`src/rtl/step_pulse_gen.sv`:
```
// Step square-wave generator: fixed walk/jog/run paces or a timed multi-segment
// pace profile, with a saturating step counter driven by pulse rising edges.
module step_pulse_gen #(
  parameter int unsigned CNT_W     = 32,
  parameter int unsigned STEP_W    = 32,
  parameter int unsigned SEC_DIV   = 100000000,
  parameter int unsigned DEPTH     = 16,
  parameter int unsigned DUR_W     = 8,
  parameter int unsigned WALK_HALF = 1562500,
  parameter int unsigned JOG_HALF  = 781250,
  parameter int unsigned RUN_HALF  = 390625
) (
  input  logic                     CLK,
  input  logic                     RESET,
  input  logic                     START,
  input  logic [1:0]               MODE,
  input  logic                     prof_we,
  input  logic [$clog2(DEPTH)-1:0] prof_addr,
  input  logic [DUR_W-1:0]         prof_dur,
  input  logic [CNT_W-1:0]         prof_half,
  output logic                     pulse,
  output logic                     step_strobe,
  output logic [STEP_W-1:0]        steps,
  output logic [CNT_W-1:0]         half_period,
  output logic [$clog2(DEPTH)-1:0] seg_idx,
  output logic                     busy,
  output logic                     done
);
  // state   | meaning
  // S_IDLE  | stopped, pulse low, steps held
  // S_FIXED | constant pace from latched MODE 0-2
  // S_PROF  | walking through profile segments, one per prof_dur seconds
  // S_DONE  | profile finished, waiting for START to drop
  localparam logic [1:0] S_IDLE  = 2'd0;
  localparam logic [1:0] S_FIXED = 2'd1;
  localparam logic [1:0] S_PROF  = 2'd2;
  localparam logic [1:0] S_DONE  = 2'd3;

  localparam int unsigned AW    = $clog2(DEPTH);
  localparam int unsigned SEC_W = $clog2(SEC_DIV);

  logic [DUR_W-1:0]  r_tab_dur  [DEPTH];
  logic [CNT_W-1:0]  r_tab_half [DEPTH];

  logic [1:0]        r_state;
  logic [1:0]        r_mode;
  logic [CNT_W-1:0]  r_phase;
  logic [CNT_W-1:0]  r_half;
  logic [SEC_W-1:0]  r_sec;
  logic [DUR_W-1:0]  r_dur_left;
  logic [AW-1:0]     r_seg;
  logic              r_pulse;
  logic              r_strobe;
  logic [STEP_W-1:0] r_steps;

  logic              w_busy;
  logic              w_toggle;
  logic              w_rise;
  logic              w_tick;
  logic              w_seg_end;
  logic              w_last_seg;
  logic              w_to_done;
  logic              w_restart;
  logic [AW-1:0]     w_next_seg;
  logic [1:0]        w_entry_state;
  logic [CNT_W-1:0]  w_entry_half;
  logic [DUR_W-1:0]  w_entry_dur;

  // Table has no reset so a profile survives RESET; locked while it is being played.
  always_ff @(posedge CLK) begin
    if (!RESET && prof_we && (r_state != S_PROF)) begin
      r_tab_dur[prof_addr]  <= prof_dur;
      r_tab_half[prof_addr] <= prof_half;
    end
  end

  always_comb begin
    w_busy     = (r_state == S_FIXED) || (r_state == S_PROF);
    w_toggle   = (r_half != '0) && (r_phase == r_half);
    w_rise     = w_toggle && !r_pulse;
    w_tick     = (r_state == S_PROF) && (r_sec == SEC_W'(SEC_DIV - 1));
    w_seg_end  = w_tick && (r_dur_left == DUR_W'(1));
    w_next_seg = r_seg + AW'(1);
    w_last_seg = (r_seg == AW'(DEPTH - 1)) || (r_tab_dur[w_next_seg] == '0);
    w_to_done  = w_seg_end && w_last_seg;
    w_restart  = w_busy && (MODE != r_mode);

    w_entry_state = S_FIXED;
    w_entry_half  = '0;
    w_entry_dur   = '0;
    case (MODE)
      2'd0: w_entry_half = CNT_W'(WALK_HALF);
      2'd1: w_entry_half = CNT_W'(JOG_HALF);
      2'd2: w_entry_half = CNT_W'(RUN_HALF);
      default: begin
        if (r_tab_dur[0] == '0) begin
          w_entry_state = S_DONE;
        end else begin
          w_entry_state = S_PROF;
          w_entry_half  = r_tab_half[0];
          w_entry_dur   = r_tab_dur[0];
        end
      end
    endcase
  end

  always_ff @(posedge CLK) begin
    if (RESET) begin
      r_state    <= S_IDLE;
      r_mode     <= 2'd0;
      r_phase    <= CNT_W'(1);
      r_half     <= '0;
      r_sec      <= '0;
      r_dur_left <= '0;
      r_seg      <= '0;
      r_pulse    <= 1'b0;
      r_strobe   <= 1'b0;
      r_steps    <= '0;
    end else begin
      r_strobe <= 1'b0;
      if (!START) begin
        r_state    <= S_IDLE;
        r_phase    <= CNT_W'(1);
        r_half     <= '0;
        r_sec      <= '0;
        r_dur_left <= '0;
        r_seg      <= '0;
        r_pulse    <= 1'b0;
      end else if ((r_state == S_IDLE) || w_restart) begin
        r_state    <= w_entry_state;
        r_mode     <= MODE;
        r_half     <= w_entry_half;
        r_dur_left <= w_entry_dur;
        r_phase    <= CNT_W'(1);
        r_sec      <= '0;
        r_seg      <= '0;
        r_pulse    <= 1'b0;
      end else if (w_busy) begin
        r_phase <= w_toggle ? CNT_W'(1) :
                   ((r_half == '0) ? r_phase : r_phase + CNT_W'(1));
        r_pulse <= r_pulse ^ w_toggle;
        if (w_rise && !w_to_done) begin
          r_strobe <= 1'b1;
          if (r_steps != '1) r_steps <= r_steps + STEP_W'(1);
        end
        if (r_state == S_PROF) begin
          r_sec <= w_tick ? '0 : r_sec + SEC_W'(1);
          if (w_to_done) begin
            r_state <= S_DONE;
            r_pulse <= 1'b0;
            r_half  <= '0;
            r_phase <= CNT_W'(1);
          end else if (w_seg_end) begin
            // pulse level carries across the boundary; only the pace changes
            r_seg      <= w_next_seg;
            r_half     <= r_tab_half[w_next_seg];
            r_dur_left <= r_tab_dur[w_next_seg];
            r_phase    <= CNT_W'(1);
          end else if (w_tick) begin
            r_dur_left <= r_dur_left - DUR_W'(1);
          end
        end
      end else begin
        r_pulse <= 1'b0;
        r_half  <= '0;
      end
    end
  end

  assign pulse       = r_pulse;
  assign step_strobe = r_strobe;
  assign steps       = r_steps;
  assign half_period = r_half;
  assign seg_idx     = r_seg;
  assign busy        = w_busy;
  assign done        = (r_state == S_DONE);

endmodule

```
`config.mk`:
```
export PLATFORM = sky130hd
export DESIGN_NAME = step_pulse_gen
export DESIGN_NICKNAME = d
export VERILOG_FILES = /design/src/rtl/step_pulse_gen.sv
export SDC_FILE = /design/constraint.sdc
export NUM_CORES = 1
export LEC_CHECK = 0
export ABC_AREA = 1
export CAP_MARGIN = 20
export CORE_MARGIN = 2
export CORE_UTILIZATION = 55
export CTS_BUF_LIST = sky130_fd_sc_hd__clkbuf_16
export DETAILED_ROUTE_END_ITERATION = 8
export HOLD_SLACK_MARGIN = 0.06
export PLACE_DENSITY = 0.77
export SYNTH_ARGS = -nofsm -noshare
export SYNTH_HDL_FRONTEND = slang
export SYNTH_SLANG_ARGS = --single-unit
```
`constraint.sdc`:
```
create_clock -name CLK -period 3.33 [get_ports CLK]
set_input_delay 0.666 -clock CLK [delete_from_list [all_inputs] [get_ports CLK]]
set_output_delay 0.666 -clock CLK [all_outputs]
set_load 0.02 [all_outputs]
```
==> results.yml, run 1 <==
outcome:
  status: "finished with violations"
  violations: "design-rule violations"
yosys:
  synth_edf_count: 640
  synth_commonest_cells: "788 x nand2_1, 640 x edfxtp_1, 269 x nor2_1, 236 x a21oi_1, 224 x nand3_1"
  synth_seq_cells: 781
  synthFlopType: "edfxtp_1"
  synth.most_common_cell: "nand2_1"
  synth.distinct_cells: 41
  synth_compound_area_share_pct: 9.24
  syn_area_per_cell_um2: 10.5
  syn_area_um2: 34000
  synthCells: 3239
  synth_xor_area_share_pct: 2.65
  synthSimpleGateAreaFrac_pct: 18.3
  synth_mux_area_share_pct: 0
  synth_top_family_by_area: "simple AND/OR/NAND/NOR gates"
  synth_top_area_share_pct: 56.5
  seq_area_frac_synth_pct: 64.8
  synthArstFlopShare_pct: 0
  synth_fp_nets: 3305
  synthAdderAreaFrac_pct: 0.588
  ys_warn_count: 0
  yosys.area.top_type: "edfxtp_1"
  synthTopCellsByArea: "edfxtp_1 56%, nand2_1 8.7%, dfxtp_1 8.3%, a21oi_1 3.5%, nand3_1 3.3%"
clocking:
  clkTransAtPathRegs_ns: 0.06
  clkSinkCount: 781
  cts_tree: "built"
  clock_latency_ns: 0.64
  htree_num_levels: 3
  postCtsSetupBuffers: 0
  cts_buffers: 80
  cts-root-buf: "clkbuf_16"
  clockBufferDepth: 3
hold_path:
  hold_path.class: "register to register"
detailed_routing:
  drt_first_pass_iters: 8
  routed_wl_mm: 94.5
  drc: 1
  drt_iter0_drc: 3405
  wl_per_cell_um: 22.5
  vias_per_cell: 6.12
  vias: 25800
  postRouteAntennaNets: 0
setup_path:
  worstPathArrival_ns: 3.66
  critPathMaxFanout: 73
  criticalPathCategory: "register to register"
  crit_chain: "ha_4 > inv_8 > buf_4 > o21ai_0 > o221ai_1 > nand3_1 > nand2_1 > nand4_1 > a31oi_1"
  cp_slowest_cell: "buf_4"
  slowest_delay_ns: 0.77
  setup.worst_path.end_class: "register"
  worstPathRequired_ns: 3.88
  cp-start-kind: "register"
timing:
  fin_crit_ns: 3.11
  fin_tns_setup_ns: 0
  fmax_mhz: 321
  grt_setup_unrepaired: "false"
  fin_crit_sh_pct: 93.4
  clock_skew_ns: 0.0441
  hold_violations: 0
  tightest_slew_ns: 0.916
  drv_slew: 0
  hold_ws_ns: 0.482
  slew_headroom_pct: 38.9
  setup_violations: 0
  setup_ws_ns: 0.219
floorplanning:
  die_area_um2: 63900
  io_pins: 122
  initial_core_util_pct: 55.3
  fp.dieH_um: 253
  die_x_um: 253
  rows: 91
  core_um2: 61500
global_route:
  grt_pass1_vias: 24700
  grt_overflow: 0
  grtUsageTotal_pct: 29.5
  antenna_found_initial: 0
  grt_pass1_wl_mm: 144
  grt_max_degree: 138
layout:
  syn_to_final_growth_pct: 15.4
  fin_nets: 3418
  ff_latch_area_um2: 22000
  drive_gt1_share_pct: 7.35
  multi_input_area_um2: 10700
  nFillCells: 4634
power:
  p_sw_share_pct: 21.7
  ir_drop_v: 0.000443
  cellLeakagePower_nw: 13.8
  power.density_nw_per_um2: 531
  pwr-share-comb_pct: 4.8
  power_switching_w: 0.00452
  clockPowerShare_pct: 43.7
  seq_power_share_pct: 51.5
  p_int_w: 0.0163
job:
  maxCapViolCount: 0
place:
  gp_congestion: 1.02
  place_ws_ns: 0.309
  dp.final_hpwl_mm: 58.9
  portBuffers: 121
==> cells by family (layout without fill, tap and decap cells) <==
kind of cell,Yosys count,count (layout)
AND/OR/NAND/NOR,1467,1467
flip-flops,781,781
AO/OA/AOI/OAI,510,510
buffers and inverters,362,538
XOR/XNOR,103,103
adder cells (fa/ha/maj),16,16
other,0,2
==> worst max-delay path, delay by kind of cell (launching register included) <==
kind / cells / cell delay [ns]
flops: 1 / 0.42
buf+inv: 2 / 0.99
compound gates: 3 / 0.68
simple gates: 3 / 0.58
fa+ha+maj: 1 / 0.26
==> metrics by stage <==
step           util [%]  power [W]  instances  area (µm²)
3_3_place_gp       59.5     0.0119       4060       36600
2_1_floorplan         -     0.0114       3239       34000
3_5_place_dp       59.5     0.0119       4060       36600
4_1_cts            63.9     0.0209       4205       39300
5_1_grt            63.9     0.0214       4205       39300
6_report           63.9     0.0209       4207       39300
==> area by class of cell <==
cell class              count  area share (%)
flip-flops and latches    781            56.1
well taps                 790            2.52
repair buffers            213            5.58
diodes                      2          0.0127
multi-input cells        2096            27.2
clock inverters            64            1.65
inverters                 180            1.76
clock buffers              81            5.16
==> state kept, by name, indices dropped and copies added (netlist names) <==
register and flops:
r_phase 32, r_mode 2, half_period 32, step_strobe 1, r_dur_left 8, steps 32
seg_idx 4, r_state 2, r_tab_half 512, r_sec 27, pulse 1, r_tab_dur 128
==> power groups by stage <==
stage / clock [W] / sequential, W / combinational [W]
6_report: 0.00911 / 0.0107 / 0.00101
5_1_grt: 0.00953 / 0.0107 / 0.00109
4_1_cts: 0.00918 / 0.0107 / 0.000993
3_5_place_dp: 0 / 0.0109 / 0.000983
3_3_place_gp: 0 / 0.0109 / 0.000971
2_1_floorplan: 0 / 0.0109 / 0.000489
==> worst paths after layout <==
kind         startpoint        endpoint  slack (ns)  depth (start not counted)
min           r_sec[14]       r_sec[14]        0.48                          1
min reg2reg   r_sec[14]       r_sec[14]        0.48                          1
max          seg_idx[1]  half_period[7]        0.22                          9
max reg2reg  seg_idx[1]  half_period[7]        0.22                          9
==> per-layer routing <==
metal | track usage [%] | wire length [µm] | share of wire [%] | vias up
met5 | 0 | 0 | 0 | -
met4 | 12.1 | 3530 | 3.7 | 0
met1 | 40.8 | 37900 | 40 | 12400
met2 | 46.5 | 43900 | 46 | 1486
met3 | 4.98 | 9280 | 9.8 | 239
li1 | - | - | - | 11700
==> repair_timing <==
action | 4_1_cts | 5_1_grt
endpoints found under the setup margin | 0 | 2
hold buffers | 0 | 0
resized for setup | 0 | 1
==> cells in the final DEF (no fill, tap or decap), types with 3 or more instances in the layout <==
| cell | instances |
|---|---|
| nand2_1 | 788 |
| edfxtp_1 | 640 |
| nor2_1 | 252 |
| a21oi_1 | 236 |
| nand3_1 | 224 |
| inv_1 | 193 |
| dfxtp_1 | 140 |
| clkdlybuf4s50_1 | 121 |
| o21ai_0 | 119 |
| nand4_1 | 82 |
| clkbuf_16 | 81 |
| buf_4 | 69 |
| xor2_1 | 65 |
| a221o_1 | 38 |
| nor3_1 | 38 |
| nor4_1 | 35 |
| xnor2_1 | 34 |
| a32o_1 | 32 |
| buf_12 | 23 |
| o211ai_1 | 21 |
| o221ai_1 | 20 |
| clkinv_1 | 18 |
| nor2_4 | 16 |
| a221oi_1 | 15 |
| or2_2 | 14 |
| ha_1 | 14 |
| bufinv_16 | 12 |
| a31oi_1 | 11 |
| clkinv_2 | 10 |
| o22ai_1 | 7 |
| nor3b_1 | 5 |
| nand3_2 | 4 |
| o32ai_1 | 4 |
| clkinv_8 | 4 |
| xor2_4 | 3 |
| o21a_1 | 3 |
(Power assumes the default switching activity.)
==> inputs of run 2 (changes only) <==
Settings changed: ABC_AREA 1 to unset, CTS_CLUSTER_DIAMETER set to 100.
==> run 2 against run 1 <==
  * Wire length fell by 15%
  * Die area decreased by 6.1%
  * Via count down 24%
  * Total power fell by 3.5%
  * Utilization is 1.4 points higher
  * Largest power group unchanged
  * Hold slack got worse by 0.017 ns
  * The flow now finishes without violations
  * Setup slack lost 0.15 ns
  * Register-to-register slack worse by 0.15 ns
  * Cell count shrank 28%
  * Largest cell class unchanged
==> results.yml, run 2 <==
yosys:
  yosys.area.top_type: "edfxtp_1"
  synthArstFlopShare_pct: 0
  syn_area_per_cell_um2: 15.9
  ys_warn_count: 0
  synthTopCellsByArea: "edfxtp_1 60%, mux4_2 11%, dfxtp_1 8.8%, xor2_1 2.3%, nand2_1 2.0%"
  synth_top_area_share_pct: 60.2
  synth_edf_count: 640
  synth.distinct_cells: 60
  synthFlopType: "edfxtp_1"
  syn_area_um2: 31900
  synth.most_common_cell: "edfxtp_1"
  synth_commonest_cells: "640 x edfxtp_1, 173 x nand2_1, 153 x mux4_2, 141 x dfxtp_1, 105 x nor2_1"
  synth_seq_cells: 781
  synthCells: 2008
  synth_fp_nets: 2074
  seq_area_frac_synth_pct: 69.0
place:
  gp_congestion: 0.880
  placed_area_um2: 34900
  dp.final_hpwl_mm: 47.9
  place_ws_ns: -0.0165
  dpl.cell_count: 2881
  portBuffers: 121
global_route:
  grtUsageTotal_pct: 26.7
  grt_pass1_vias: 19400
  grt_max_degree: 70
  grt_pass1_wl_mm: 119
  grt_overflow: 0
  antenna_found_initial: 0
setup_path:
  cp-start-kind: "register"
  critPathMaxFanout: 7
  worstPathArrival_ns: 3.79
  criticalPathCategory: "register to register"
  worstPathRequired_ns: 3.87
  r2r-end: "seg_idx[2]"
  reg2reg_depth: 10
  rrSetupSlack_ns: 0.07
  setup.worst_path.end_class: "register"
  timing.rr.start: "seg_idx[0]"
detailed_routing:
  wl_per_cell_um: 26.4
  drc: 0
  vias: 19600
  vias_per_cell: 6.45
  drt_iter0_drc: 2534
  drt_first_pass_iters: 7
  postRouteAntennaNets: 0
  routed_wl_mm: 80.1
layout:
  ff_latch_area_um2: 22000
  syn_to_final_growth_pct: 17.7
  final_cells: 3033
  layout_commonest_cell: "edfxtp_1"
  regMostFlops: "r_tab_half"
  final_cell_mix: "640 x edfxtp_1, 173 x nand2_1, 155 x mux4_2"
  final_cell_area_um2: 37600
  fin_nets: 2270
  nFillCells: 3795
  multi_input_area_um2: 9560
  antenna_cells: 0
  top_regs: "r_tab_half x512, r_tab_dur x128"
  largest_reg_flops: 512
  post-route-util_pct: 65.3
  drive_gt1_share_pct: 19.1
power:
  power_w: 0.0201
  power.density_nw_per_um2: 535
  ir_drop_v: 0.000653
  cellLeakagePower_nw: 12.0
clocking:
  clockBufferDepth: 3
  htree_num_levels: 3
  cts_buffers: 79
  clkTransAtPathRegs_ns: 0.06
  clock_latency_ns: 0.63
  cts_tree: "built"
  cts-root-buf: "clkbuf_16"
  clkSinkCount: 781
hold_path:
  timing.hold.worst.start: "r_mode[0]"
  min_path_cells: 2
  hold_path.class: "register to register"
  min_to: "r_mode[0]"
floorplanning:
  initial_core_util_pct: 55.4
  rows: 88
  core_um2: 57600
  die_x_um: 245
  fp.dieH_um: 245
  io_pins: 122
  die_area_um2: 60000
outcome:
  status: "finished clean"
timing:
  fin_crit_sh_pct: 97.8
  slew_headroom_pct: 30.9
  tightest_slew_ns: 1.03
  fmax_mhz: 307
  clock_skew_ns: 0.0331
  fin_crit_ns: 3.26
  drv_slew: 0
  setup_ws_ns: 0.0726
  setup_violations: 0
  hold_violations: 0
job:
  maxCapViolCount: 0
## run 2: changes by cell type after synthesis, sizes merged, moves of 151 or more
cell / previous run / this run
a21oi: 236 / 80
inv: 177 / 23
mux4: 0 / 159
nand2: 790 / 173
nand3: 228 / 77
nor2: 269 / 105
## run 2: cell type report
class / instances / share of cell area (%)
well taps: 765 / 2.55
multi-input cells: 1095 / 25.4
clock buffers: 85 / 5.66
inverters: 23 / 0.230
repair buffers: 224 / 6.36
flip-flops and latches: 781 / 58.7
clock inverters: 60 / 1.11
## run 2: critical path: stages (launching register included)
cell and delay (ns):
dfxtp_4 0.36, ha_4 0.21, xor2_4 0.20, buf_4 0.17
mux4_2 0.54, nand4_1 0.14, a211oi_1 0.07, and4_4 0.19
or4_1 0.71, or3_1 0.41, a21oi_1 0.19
## run 2: cells by family after synthesis
group	after synthesis	synth area share, %
xor gates and xnor gates	95	2.61
AOI/OAI and AO/OA	216	4.28
adders and majority gates	16	0.627
muxes	214	13.1
and+or+nand+nor	554	8.55
DFF	781	69.0
buffers and inverters	132	1.82
## run 2: worst max-delay path by stage
stage | startpoint | to | slack (ns)
after floorplan | RESET | r_tab_dur[1][0] | -0.21
after global placement | seg_idx[0] | steps[21] | 0.06
after detailed placement | seg_idx[0] | steps[25] | -0.02
after CTS | seg_idx[0] | half_period[6] | -0.0009
after global routing | r_sec[9] | r_dur_left[5] | -0.01
final | seg_idx[0] | seg_idx[2] | 0.07
## run 2: what timing repair did
| item | in CTS | in global routing |
|---|---|---|
| pin swaps | 1 | 5 |
| hold buffers | 0 | 0 |
| setup endpoints to repair | 9 | 54 |
| buffers inserted | 1 | 4 |
| resized for setup | 2 | 21 |
| gates cloned | 0 | 1 |
## run 2: metrics by stage
step                      hold WS (ns)  setup TNS [ns]
after floorplan                  0.448          -51.30
after global placement           0.455               0
after detailed placement         0.462         -0.0359
after CTS                        0.470       -0.000940
after global routing             0.496         -0.0174
final                            0.466               0
## run 2: report_power, final
part | internal (W) | switching (W) | leakage, nW
registers | 0.0106 | 0.0000641 | 6.91
logic | 0.000263 | 0.000501 | 3.82
clock network | 0.00499 | 0.00365 | 1.29
total | 0.0159 | 0.00422 | 12.0
## run 2: metal layers
metal  vias up  GRT usage [%]  part of all wire (%)
li1       8304              -                     -
met1      9899           37.4                    38
met2      1160           42.2                    48
met3       189           5.20                    11
met4         0           9.83                   3.0
met5         -              0                     0
